===== src/rtl/bus_monitor_pkg.sv =====
// Shared types for the bus monitor: run-state encoding and log entry sizing.
package bus_monitor_pkg;

  typedef enum logic [1:0] {
    ST_RUN     = 2'd0,
    ST_HALT    = 2'd1,
    ST_TIMEOUT = 2'd2
  } state_e;

  // One log entry is {address, data, byte enables}.
  function automatic int log_entry_w(input int addr_w, input int data_w);
    return addr_w + data_w + data_w / 8;
  endfunction

endpackage


===== src/rtl/bus_monitor_if.sv =====
// Snooped memory bus plus the log drain port; master = core/consumer side, slave = monitor.
interface bus_monitor_if #(
  parameter int ADDR_W = 32,
  parameter int DATA_W = 32
);
  logic [ADDR_W-1:0]   address;
  logic [DATA_W-1:0]   data_out;
  logic [DATA_W/8-1:0] byte_enable;
  logic                we;

  logic                log_valid;
  logic                log_ready;
  logic [ADDR_W-1:0]   log_addr;
  logic [DATA_W-1:0]   log_data;
  logic [DATA_W/8-1:0] log_be;

  modport master (
    output address, data_out, byte_enable, we, log_ready,
    input  log_valid, log_addr, log_data, log_be
  );

  modport slave (
    input  address, data_out, byte_enable, we, log_ready,
    output log_valid, log_addr, log_data, log_be
  );
endinterface


===== src/rtl/bus_monitor_sync_fifo.sv =====
// Synchronous FIFO, registered storage, head visible 1 cycle after push.
// Push is accepted when not full or when a pop happens on the same edge.
module sync_fifo #(
  parameter int WIDTH = 8,
  parameter int DEPTH = 8
) (
  input  logic             clk,
  input  logic             resetn,
  input  logic             push_vld_i,
  input  logic [WIDTH-1:0] push_dat_i,
  output logic             full_o,
  output logic             pop_vld_o,
  input  logic             pop_rdy_i,
  output logic [WIDTH-1:0] pop_dat_o
);
  localparam int AW = $clog2(DEPTH);

  logic [AW:0]      wr_q, wr_d, rd_q, rd_d;
  logic [WIDTH-1:0] mem_q [DEPTH];
  logic             push, pop;

  assign pop_vld_o = (wr_q != rd_q);
  // Pointers carry an extra wrap bit so full and empty are distinguishable.
  assign full_o    = (wr_q[AW] != rd_q[AW]) && (wr_q[AW-1:0] == rd_q[AW-1:0]);
  assign pop_dat_o = mem_q[rd_q[AW-1:0]];

  assign pop  = pop_vld_o && pop_rdy_i;
  assign push = push_vld_i && (!full_o || pop);

  always_comb begin
    wr_d = wr_q;
    rd_d = rd_q;
    if (push) wr_d = wr_q + 1'b1;
    if (pop)  rd_d = rd_q + 1'b1;
  end

  always_ff @(posedge clk) begin
    if (!resetn) begin
      wr_q <= '0;
      rd_q <= '0;
    end else begin
      wr_q <= wr_d;
      rd_q <= rd_d;
    end
  end

  always_ff @(posedge clk) begin
    if (push) mem_q[wr_q[AW-1:0]] <= push_dat_i;
  end

endmodule


===== src/rtl/bus_monitor.sv =====
// Bus snooper: sticky halt/timeout flags, RUN cycle counter, MMIO write log with drop counter.
// All outputs registered; flags update the edge after sampling; log drained via valid/ready.
module bus_monitor
  import bus_monitor_pkg::*;
#(
  parameter int                ADDR_W         = 32,
  parameter int                DATA_W         = 32,
  parameter logic [ADDR_W-1:0] HALT_ADDR      = 'h0000_0FFC,
  parameter logic [ADDR_W-1:0] MMIO_MASK      = 'h0000_0800,
  parameter logic [ADDR_W-1:0] MMIO_MATCH     = 'h0000_0800,
  parameter int                LOG_DEPTH      = 8,
  parameter int unsigned       TIMEOUT_CYCLES = 2000,
  parameter int                CNT_W          = 32
) (
  input  logic             clk,
  input  logic             resetn,
  bus_monitor_if.slave     bus,
  output logic             halted,
  output logic             timeout,
  output logic             running,
  output logic [CNT_W-1:0] cycle_count,
  output logic [CNT_W-1:0] drop_count
);
  localparam int EW = log_entry_w(ADDR_W, DATA_W);

  state_e           state_q;
  logic             halted_q, timeout_q, running_q;
  logic [CNT_W-1:0] cycle_q, cycle_d, drop_q, drop_d;
  logic             hit_halt, hit_timeout, in_window, capture, drop;
  logic             fifo_full, fifo_vld, pop;
  logic [EW-1:0]    fifo_dat;

  assign hit_halt    = (bus.address == HALT_ADDR);
  assign hit_timeout = (TIMEOUT_CYCLES != 0) && (cycle_q == CNT_W'(TIMEOUT_CYCLES - 1));
  assign in_window   = ((bus.address & MMIO_MASK) == MMIO_MATCH);
  assign capture     = (state_q == ST_RUN) && bus.we && in_window;
  assign pop         = fifo_vld && bus.log_ready;
  assign drop        = capture && fifo_full && !pop;

  always_comb begin
    cycle_d = cycle_q;
    if (state_q == ST_RUN && !(&cycle_q)) cycle_d = cycle_q + 1'b1;
  end

  always_comb begin
    drop_d = drop_q;
    if (drop && !(&drop_q)) drop_d = drop_q + 1'b1;
  end

  // Halt takes priority when both conditions land on the same edge.
  always_ff @(posedge clk) begin
    if (!resetn) begin
      state_q   <= ST_RUN;
      halted_q  <= 1'b0;
      timeout_q <= 1'b0;
      running_q <= 1'b1;
      cycle_q   <= '0;
    end else begin
      cycle_q <= cycle_d;
      if (state_q == ST_RUN) begin
        if (hit_halt) begin
          state_q   <= ST_HALT;
          halted_q  <= 1'b1;
          running_q <= 1'b0;
        end else if (hit_timeout) begin
          state_q   <= ST_TIMEOUT;
          timeout_q <= 1'b1;
          running_q <= 1'b0;
        end
      end
    end
  end

  always_ff @(posedge clk) begin
    if (!resetn) drop_q <= '0;
    else         drop_q <= drop_d;
  end

  sync_fifo #(
    .WIDTH (EW),
    .DEPTH (LOG_DEPTH)
  ) u_log_fifo (
    .clk        (clk),
    .resetn     (resetn),
    .push_vld_i (capture),
    .push_dat_i ({bus.address, bus.data_out, bus.byte_enable}),
    .full_o     (fifo_full),
    .pop_vld_o  (fifo_vld),
    .pop_rdy_i  (bus.log_ready),
    .pop_dat_o  (fifo_dat)
  );

  assign bus.log_valid = fifo_vld;
  assign {bus.log_addr, bus.log_data, bus.log_be} = fifo_dat;

  assign halted      = halted_q;
  assign timeout     = timeout_q;
  assign running     = running_q;
  assign cycle_count = cycle_q;
  assign drop_count  = drop_q;

endmodule


===== src/flat_wrapper.sv =====
// flat-port wrapper written by rule: the top's interface ports become plain ports
module bus_monitor_flat import bus_monitor_pkg::*;
#(
  parameter int                ADDR_W         = 32,
  parameter int                DATA_W         = 32,
  parameter logic [ADDR_W-1:0] HALT_ADDR      = 'h0000_0FFC,
  parameter logic [ADDR_W-1:0] MMIO_MASK      = 'h0000_0800,
  parameter logic [ADDR_W-1:0] MMIO_MATCH     = 'h0000_0800,
  parameter int                LOG_DEPTH      = 8,
  parameter int unsigned       TIMEOUT_CYCLES = 2000,
  parameter int                CNT_W          = 32
)
  (clk, resetn, halted, timeout, running, cycle_count, drop_count, bus_address, bus_data_out, bus_byte_enable, bus_we, bus_log_ready, bus_log_valid, bus_log_addr, bus_log_data, bus_log_be);
  bus_monitor_if #(.ADDR_W(ADDR_W), .DATA_W(DATA_W)) bus_i ();
  input  logic clk;
  input  logic resetn;
  output logic halted;
  output logic timeout;
  output logic running;
  output logic [CNT_W-1:0] cycle_count;
  output logic [CNT_W-1:0] drop_count;
  input wire logic [$bits(bus_i.address)-1:0] bus_address;
  input wire logic [$bits(bus_i.data_out)-1:0] bus_data_out;
  input wire logic [$bits(bus_i.byte_enable)-1:0] bus_byte_enable;
  input wire logic [$bits(bus_i.we)-1:0] bus_we;
  input wire logic [$bits(bus_i.log_ready)-1:0] bus_log_ready;
  output wire logic [$bits(bus_i.log_valid)-1:0] bus_log_valid;
  output wire logic [$bits(bus_i.log_addr)-1:0] bus_log_addr;
  output wire logic [$bits(bus_i.log_data)-1:0] bus_log_data;
  output wire logic [$bits(bus_i.log_be)-1:0] bus_log_be;
  assign bus_i.address = bus_address;
  assign bus_i.data_out = bus_data_out;
  assign bus_i.byte_enable = bus_byte_enable;
  assign bus_i.we = bus_we;
  assign bus_i.log_ready = bus_log_ready;
  assign bus_log_valid = bus_i.log_valid;
  assign bus_log_addr = bus_i.log_addr;
  assign bus_log_data = bus_i.log_data;
  assign bus_log_be = bus_i.log_be;
  bus_monitor #(.ADDR_W(ADDR_W), .DATA_W(DATA_W), .HALT_ADDR(HALT_ADDR), .MMIO_MASK(MMIO_MASK), .MMIO_MATCH(MMIO_MATCH), .LOG_DEPTH(LOG_DEPTH), .TIMEOUT_CYCLES(TIMEOUT_CYCLES), .CNT_W(CNT_W)) u_core (.clk(clk), .resetn(resetn), .bus(bus_i), .halted(halted), .timeout(timeout), .running(running), .cycle_count(cycle_count), .drop_count(drop_count));
endmodule

===== config.mk =====
export PLATFORM = sky130hd
export DESIGN_NAME = bus_monitor_flat
export DESIGN_NICKNAME = d
export VERILOG_FILES = /design/src/rtl/bus_monitor_pkg.sv /design/src/rtl/bus_monitor_if.sv /design/src/rtl/bus_monitor_sync_fifo.sv /design/src/rtl/bus_monitor.sv /design/src/flat_wrapper.sv
export SDC_FILE = /design/constraint.sdc
export NUM_CORES = 1
export LEC_CHECK = 0
export BUFFER_PORTS_ARGS = -buffer_cell sky130_fd_sc_hd__buf_4
export CAP_MARGIN = 20
export CORE_UTILIZATION = 50
export DETAILED_ROUTE_END_ITERATION = 7
export HOLD_SLACK_MARGIN = 0.05
export PLACE_DENSITY = 0.78
export SETUP_SLACK_MARGIN = 0.3
export SLEW_MARGIN = 20
export SYNTH_ARGS = -nofsm -noshare
export SYNTH_HDL_FRONTEND = slang
export SYNTH_HIERARCHICAL = 1
export SYNTH_SLANG_ARGS = --single-unit

===== constraint.sdc =====
create_clock -name clk -period 20.1 [get_ports clk]
set_input_delay 1.005 -clock clk [delete_from_list [all_inputs] [get_ports clk]]
set_output_delay 1.005 -clock clk [all_outputs]
set_load 0.1 [all_outputs]

Yosys cells after proc, flatten, opt, wreduce, memory -nomap -nowiden. Memory sizes are Yosys's and may differ from the RTL's. A register that Yosys moved wholly into a read port is not among the register bits. Cells that the tools add are included. Widths: inputs -> output; s select.

Register bits: 77. RAM bits: 544. Word-level logic and storage cells: 48. Memories: 1.

Add/subtract/negate cells: 4. Eq/ne operators: 5. Muxes and demuxes: 8. Bitwise gates (word level): 1. Reduce and logical (&&, ||, !) cells: 21.

Memory list: u_core.u_log_fifo.mem_q (words 8, width 68, rd ports 1, clocked after Yosys merged registers in 1, wr ports 1, RTL line bus_monitor_sync_fifo.sv:19) `logic [WIDTH-1:0] mem_q [DEPTH];`.

Operators by type and width (number): $add 32x1->32 const B (2); $reduce_and 32->1 (2); $eq 32x11->1 const B (1); $eq 32x12->1 const B (1); $logic_and 1x1->1 (9); $add 4x1->4 const B (2); $mux 3 (2); $logic_not 1->1 (4); $mux 1 (4); $mux 2 (2); $ne 4x4->1 (1); $reduce_and 2->1 (2); $eq 3x3->1 (1); $reduce_and 3->1 (1); $logic_not 2->1 (1); $reduce_bool 2->1 (1); $logic_or 1x1->1 (1); $ne 1x1->1 (1); $not 1->1 (1).

Depth between registers and ports, before layout.
Depth after elaboration: 7. Mapped depth: 10. Gate-level depth less buffers: 8.

By module. The synthesis kept the hierarchy.

Modules (own cells, without submodules): sync_fifo (instances 1, cells each 856, area an instance 20936.3 um^2, seq. area each 16555.9 um^2); bus_monitor (instances 1, cells each 427, area an instance 3588.4 um^2, seq. area each 1381.3 um^2).

Least setup slack after synthesis. Ideal clock, no wire load.

Path type: in2reg. Start: input port bus_we. End: memory u_core/u_log_fifo/mem_q[0][0] (netlist name), enable pin. Setup time: 0.662 ns. Data arrival time: 7.881 ns. Path slack: 11.557 ns. Cell stages on the path: 3. Path buffers: 0. Cell sequence: and4bb_2 > o21ai_4 > nor4_1.

Cells in the longest elaborated chain, start to end: 5.

Ends and longest elaborated chain: start: declaration (RTL line flat_wrapper.sv:25) `input wire logic [$bits(bus_i.we)-1:0] bus_we;`; $logic_and 1x1->1 (2 in series) (RTL line bus_monitor.sv:36) `assign capture = (state_q == ST_RUN) && bus.we && in_window;`; $logic_and 1x1->1 (RTL line bus_monitor_sync_fifo.sv:28) `assign push = push_vld_i && (!full_o || pop);`; $mux 1 (RTL line bus_monitor_sync_fifo.sv:48) `if (push) mem_q[wr_q[AW-1:0]] <= push_dat_i;`; $mux 1 (implied by the code) (RTL line bus_monitor_sync_fifo.sv:48); end: declaration (RTL line bus_monitor_sync_fifo.sv:19).

Every way passes these cells.

==> tab_implementation.tex <==
\begin{tabular}{lr}
\hline
Metric & Value \\
\hline
\multicolumn{2}{l}{\textbf{GRT}} \\
\quad Overflow left after global routing & 0 \\
\quad Antenna violations before repair & 3 \\
\quad Global-route usage over all layers & between 20\% and 30\% \\
\quad Number of global-route vias before repair & 13237 \\
\quad Global-route wire length before repair & a little under 80000 µm \\
\quad Largest net degree at the start of global routing & 79 \\
\multicolumn{2}{l}{\textbf{Worst setup path}} \\
\quad CP Class & reg -> out \\
\quad Largest fanout of any net on the critical path & 49 \\
\quad Required time at the worst-slack endpoint & between 15 and 20 ns \\
\quad Most used cell, CP & sky130\_fd\_sc\_hd\_\_buf\_4 \\
\quad Crit. End Element & output pin \\
\quad Cell with the largest stage delay on the worst path & sky130\_fd\_sc\_hd\_\_dfxtp\_4 \\
\quad Arrival time at the worst endpoint & between 4 and 5 ns \\
\quad Longest individual stage delay on the worst path & 0.92 ns \\
\quad Cell-by-cell trace of the critical path & buf\_4 > buf\_4 > mux4\_2 > mux2\_2 > buf\_4 \\
\quad Worst setup SP type & flop \\
\multicolumn{2}{l}{\textbf{Power and ir drop}} \\
\quad Net Sw Frac & $\sim$26\% \\
\quad Relative contribution of combinational cells to total power & around 14\% \\
\quad Net load switching power & around 760 µW \\
\quad Cell area power density & between 100 and 150 nW/µm² \\
\quad Cell Int Power & between 2 and 2.5 mW \\
\quad Leakage power total & $\sim$9.3 nW \\
\quad Clock share of power & between 30 and 40\% \\
\quad Worst vdd ir & 0.00006411 V \\
\quad Sequential share of power & between 40\% and 50\% \\
\multicolumn{2}{l}{\textbf{Detailed routing}} \\
\quad DR iter-0 viols & slightly above 1000 \\
\quad Post-detailed-route count of antenna-violating nets & 0 \\
\quad Vias per cell & 5.963 \\
\quad Vias post-DR & roughly 13000 \\
\quad Average routed wire per standard cell & between 20 and 25 µm \\
\quad Number of detailed-routing iterations run before antenna repair & 5 \\
\quad Final routed wirelength across all metal layers & slightly above 50000 µm \\
\quad Number of DRC violations after detailed routing & 0 \\
\multicolumn{2}{l}{\textbf{Place}} \\
\quad RePlAce Congestion & slightly above 0.8 \\
\quad Input/output buffers & a little over 200 \\
\quad Post-DP HPWL & between 20000 and 30000 µm \\
\quad Dpl ws & approximately 15 ns \\
\quad Cell Area, Placed & $\sim$27000 µm² \\
\multicolumn{2}{l}{\textbf{Final layout}} \\
\quad Fin util & between 60\% and 70\% \\
\quad Area of combinational cells with multiple inputs & around 6300 µm² \\
\quad Net count of the finished layout & between 1500 and 2000 \\
\quad Area of all placed cells without fillers & about 29000 µm² \\
\quad Fraction of layout cells with a size suffix above 1 & 35.20\% \\
\quad Number of fill cells & between 3000 and 4000 \\
\quad Sequential Area & roughly 18000 µm² \\
\quad Area growth from synthesis to layout & 17.56\% \\
\multicolumn{2}{l}{\textbf{Clock network}} \\
\quad Number of buffers created by CTS & 61 \\
\quad Cts hold-fix bufs & 0 \\
\quad Clock sinks & 624 \\
\quad Clock insertion delay at the later pin of the skew report & just over 0.6 ns \\
\quad Post-CTS resize count & 0 \\
\quad Post-CTS setup buffer count & 0 \\
\quad Clock slew seen by the registers of the worst setup and hold paths & $\sim$0.060 ns \\
\quad Max Root-Sink Buffers & 3 \\
\quad CTS tree & yes \\
\quad CTS H-tree lvls & 2 \\
\quad Root cell of the clock tree & sky130\_fd\_sc\_hd\_\_clkbuf\_16 \\
\multicolumn{2}{l}{\textbf{Die}} \\
\quad Top-Level Pins & 208 \\
\quad Core ar. & 48050 µm² \\
\quad Die boundary height & between 200 and 250 µm \\
\quad Chip Width & around 220 µm \\
\quad Effective utilization at floorplan & about half \\
\quad Site row count & 80 \\
\quad Die footprint & about 50000 µm² \\
\multicolumn{2}{l}{\textbf{Timing}} \\
\quad Final Hold Slack & around 0.48 ns \\
\quad Minimum clock period after layout & between 5 and 6 ns \\
\quad Worst slew pin tran & $\sim$0.97 ns \\
\quad Worst setup margin & approximately 15 ns \\
\quad Number of hold-slack violations in the final timing report & 0 \\
\quad Fmax & between 150 and 200 MHz \\
\quad Number of max-slew violations in the final report & 0 \\
\quad Setup repair after global routing missed its margin & false \\
\quad Final cycle utilization of the critical path & a little over a quarter \\
\quad Number of setup violations in the final report & 0 \\
\quad Total negative setup slack & 0 ns \\
\quad Worst-case headroom to the max-slew limit & 35.45\% \\
\quad Clock tree skew after final layout & $\sim$0.011 ns \\
\multicolumn{2}{l}{\textbf{Outcome}} \\
\quad Outcome & finished clean \\
\multicolumn{2}{l}{\textbf{Synthesis}} \\
\quad Mean instance size in the synthesized netlist & 19.12 µm² \\
\quad Primary flip-flop cell chosen by synthesis mapping & sky130\_fd\_sc\_hd\_\_edfxtp\_1 \\
\quad Post-Syn Area & $\sim$25000 µm² \\
\quad Share of synthesized registers carrying an async set or reset & 0\% \\
\quad Fraction of the yosys area taken by sequential cells & between 70 and 80\% \\
\quad Synthesis warning total & 6 \\
\quad Post-synthesis sequential element count & about 620 \\
\quad Post-Syn Instances & $\sim$1300 \\
\quad Number of enable-type register cells in the synthesized netlist & about 540 \\
\quad Synthesized netlist net count & between 1000 and 1500 \\
\quad Count of distinct cell types in the synthesized netlist & 57 \\
\multicolumn{2}{l}{\textbf{Flow run}} \\
\quad Maximum capacitance violations & 0 \\
\multicolumn{2}{l}{\textbf{Worst hold path}} \\
\quad Hold crit path type & reg -> reg \\
\hline
\end{tabular}
critical path, delay by kind of cell, from the launching register on:
kind	cells	cell delay [ns]
muxes	2	0.91
buffers and inverters	3	1.99
DFF	1	0.92
state kept, by name, summed over array words and instances, names as in the netlist, named ones only:
register	flops
u_core/running	1
u_core/u_log_fifo/wr_q	4
u_core/u_log_fifo/rd_q	4
u_core/cycle_count	32
u_core/halted	1
u_core/state_q	2
u_core/timeout	1
u_core/drop_count	32
u_core/u_log_fifo/mem_q	544
metrics by stage:
stage          instances  power [mW]
2_1_floorplan       1283       1.789
3_3_place_gp        2070       1.876
3_5_place_dp        2070       1.881
4_1_cts             2186       3.001
5_1_grt             2186       3.060
6_report            2187       2.970
placed cells by master (no fill, tap or decap), types with 18 or more instances in the layout:
cell                          n
sky130_fd_sc_hd__mux2_2      68
sky130_fd_sc_hd__buf_4      229
sky130_fd_sc_hd__clkbuf_16   63
sky130_fd_sc_hd__or3_1       18
sky130_fd_sc_hd__mux4_2     136
sky130_fd_sc_hd__nand3_1     27
sky130_fd_sc_hd__nand2b_1    21
sky130_fd_sc_hd__nand2_1     47
sky130_fd_sc_hd__o21ai_0     19
sky130_fd_sc_hd__dfxtp_1     77
sky130_fd_sc_hd__a21oi_1     30
sky130_fd_sc_hd__nor2_1      31
sky130_fd_sc_hd__edfxtp_1   544
sky130_fd_sc_hd__nand4_1     25
synthesized netlist by cell type, types with 5 or more instances:
cell type,instances,area [µm²]
sky130_fd_sc_hd__edfxtp_1,544,16340
sky130_fd_sc_hd__mux4_2,136,3063
sky130_fd_sc_hd__dfxtp_1,80,1602
sky130_fd_sc_hd__mux2_2,68,765.7
sky130_fd_sc_hd__nand2_1,47,176.4
sky130_fd_sc_hd__nor2_1,33,123.9
sky130_fd_sc_hd__a21oi_1,31,155.2
sky130_fd_sc_hd__clkbuf_1,31,116.4
sky130_fd_sc_hd__nand3_1,27,135.1
sky130_fd_sc_hd__nand4_1,25,156.4
sky130_fd_sc_hd__buf_2,22,110.1
sky130_fd_sc_hd__nand2b_1,21,131.4
sky130_fd_sc_hd__o21ai_0,19,95.09
sky130_fd_sc_hd__or3_1,18,112.6
sky130_fd_sc_hd__mux2i_1,16,160.2
sky130_fd_sc_hd__nor4_1,16,100.1
sky130_fd_sc_hd__or4_1,16,120.1
sky130_fd_sc_hd__o31ai_1,11,82.58
sky130_fd_sc_hd__xnor2_1,11,96.34
sky130_fd_sc_hd__inv_1,10,37.54
sky130_fd_sc_hd__nor3_1,10,50.05
sky130_fd_sc_hd__xor2_1,8,70.07
sky130_fd_sc_hd__o21a_1,6,45.04
sky130_fd_sc_hd__o311ai_0,6,52.55
sky130_fd_sc_hd__a311oi_1,5,43.79
sky130_fd_sc_hd__o41ai_1,5,43.79
path summary, 6_finish.rpt:
kind	startpoint	to	slack (ns)	depth (start not counted)
worst max-delay path	flop	bus_log_addr[4]	14.58	5
worst max register to register	u_core/u_log_fifo/wr_q[1]	u_core/drop_count[27]	16.82	8
worst min register to register	u_core/timeout	u_core/timeout	0.48	1
worst min-delay path	u_core/timeout	u_core/timeout	0.48	1
power groups by stage:
| stage | sequential, mW | clock [mW] | combinational, mW |
|---|---|---|---|
| after detailed placement | 1.47 | 0 | 0.413 |
| after CTS | 1.44 | 1.15 | 0.415 |
| final | 1.44 | 1.12 | 0.409 |
| after global routing | 1.44 | 1.19 | 0.428 |
| after floorplan | 1.46 | 0 | 0.331 |
| after global placement | 1.47 | 0 | 0.410 |
cell type report:
type / count / share of cell area, %
antenna: 1 / 0.008679
clock inverter: 32 / 1.107
timing repair buffer: 230 / 6.002
sequential: 624 / 62.25
multi-input combinational: 589 / 21.99
clock buffer: 84 / 5.807
inverter: 12 / 0.1606
tap: 615 / 2.669
cell families after synthesis:
| logic type | after synthesis | synth area share [%] |
|---|---|---|
| AO/OA/AOI/OAI | 103 | 2.918 |
| multiplexers | 220 | 16.26 |
| AND/OR/NAND/NOR | 243 | 5.576 |
| flip-flops | 624 | 73.14 |
| adder cells (fa/ha/maj) | 4 | 0.2041 |
| buffers and inverters | 70 | 1.219 |
| XOR/XNOR | 19 | 0.6785 |
routing by layer:
metal  global-route usage (%)  wire (µm)
met1                    28.12      21280
met2                    33.53      25160
met3                    4.675       3641
met4                    5.479        941
met5                        0         32
(Power assumes the default switching activity.)
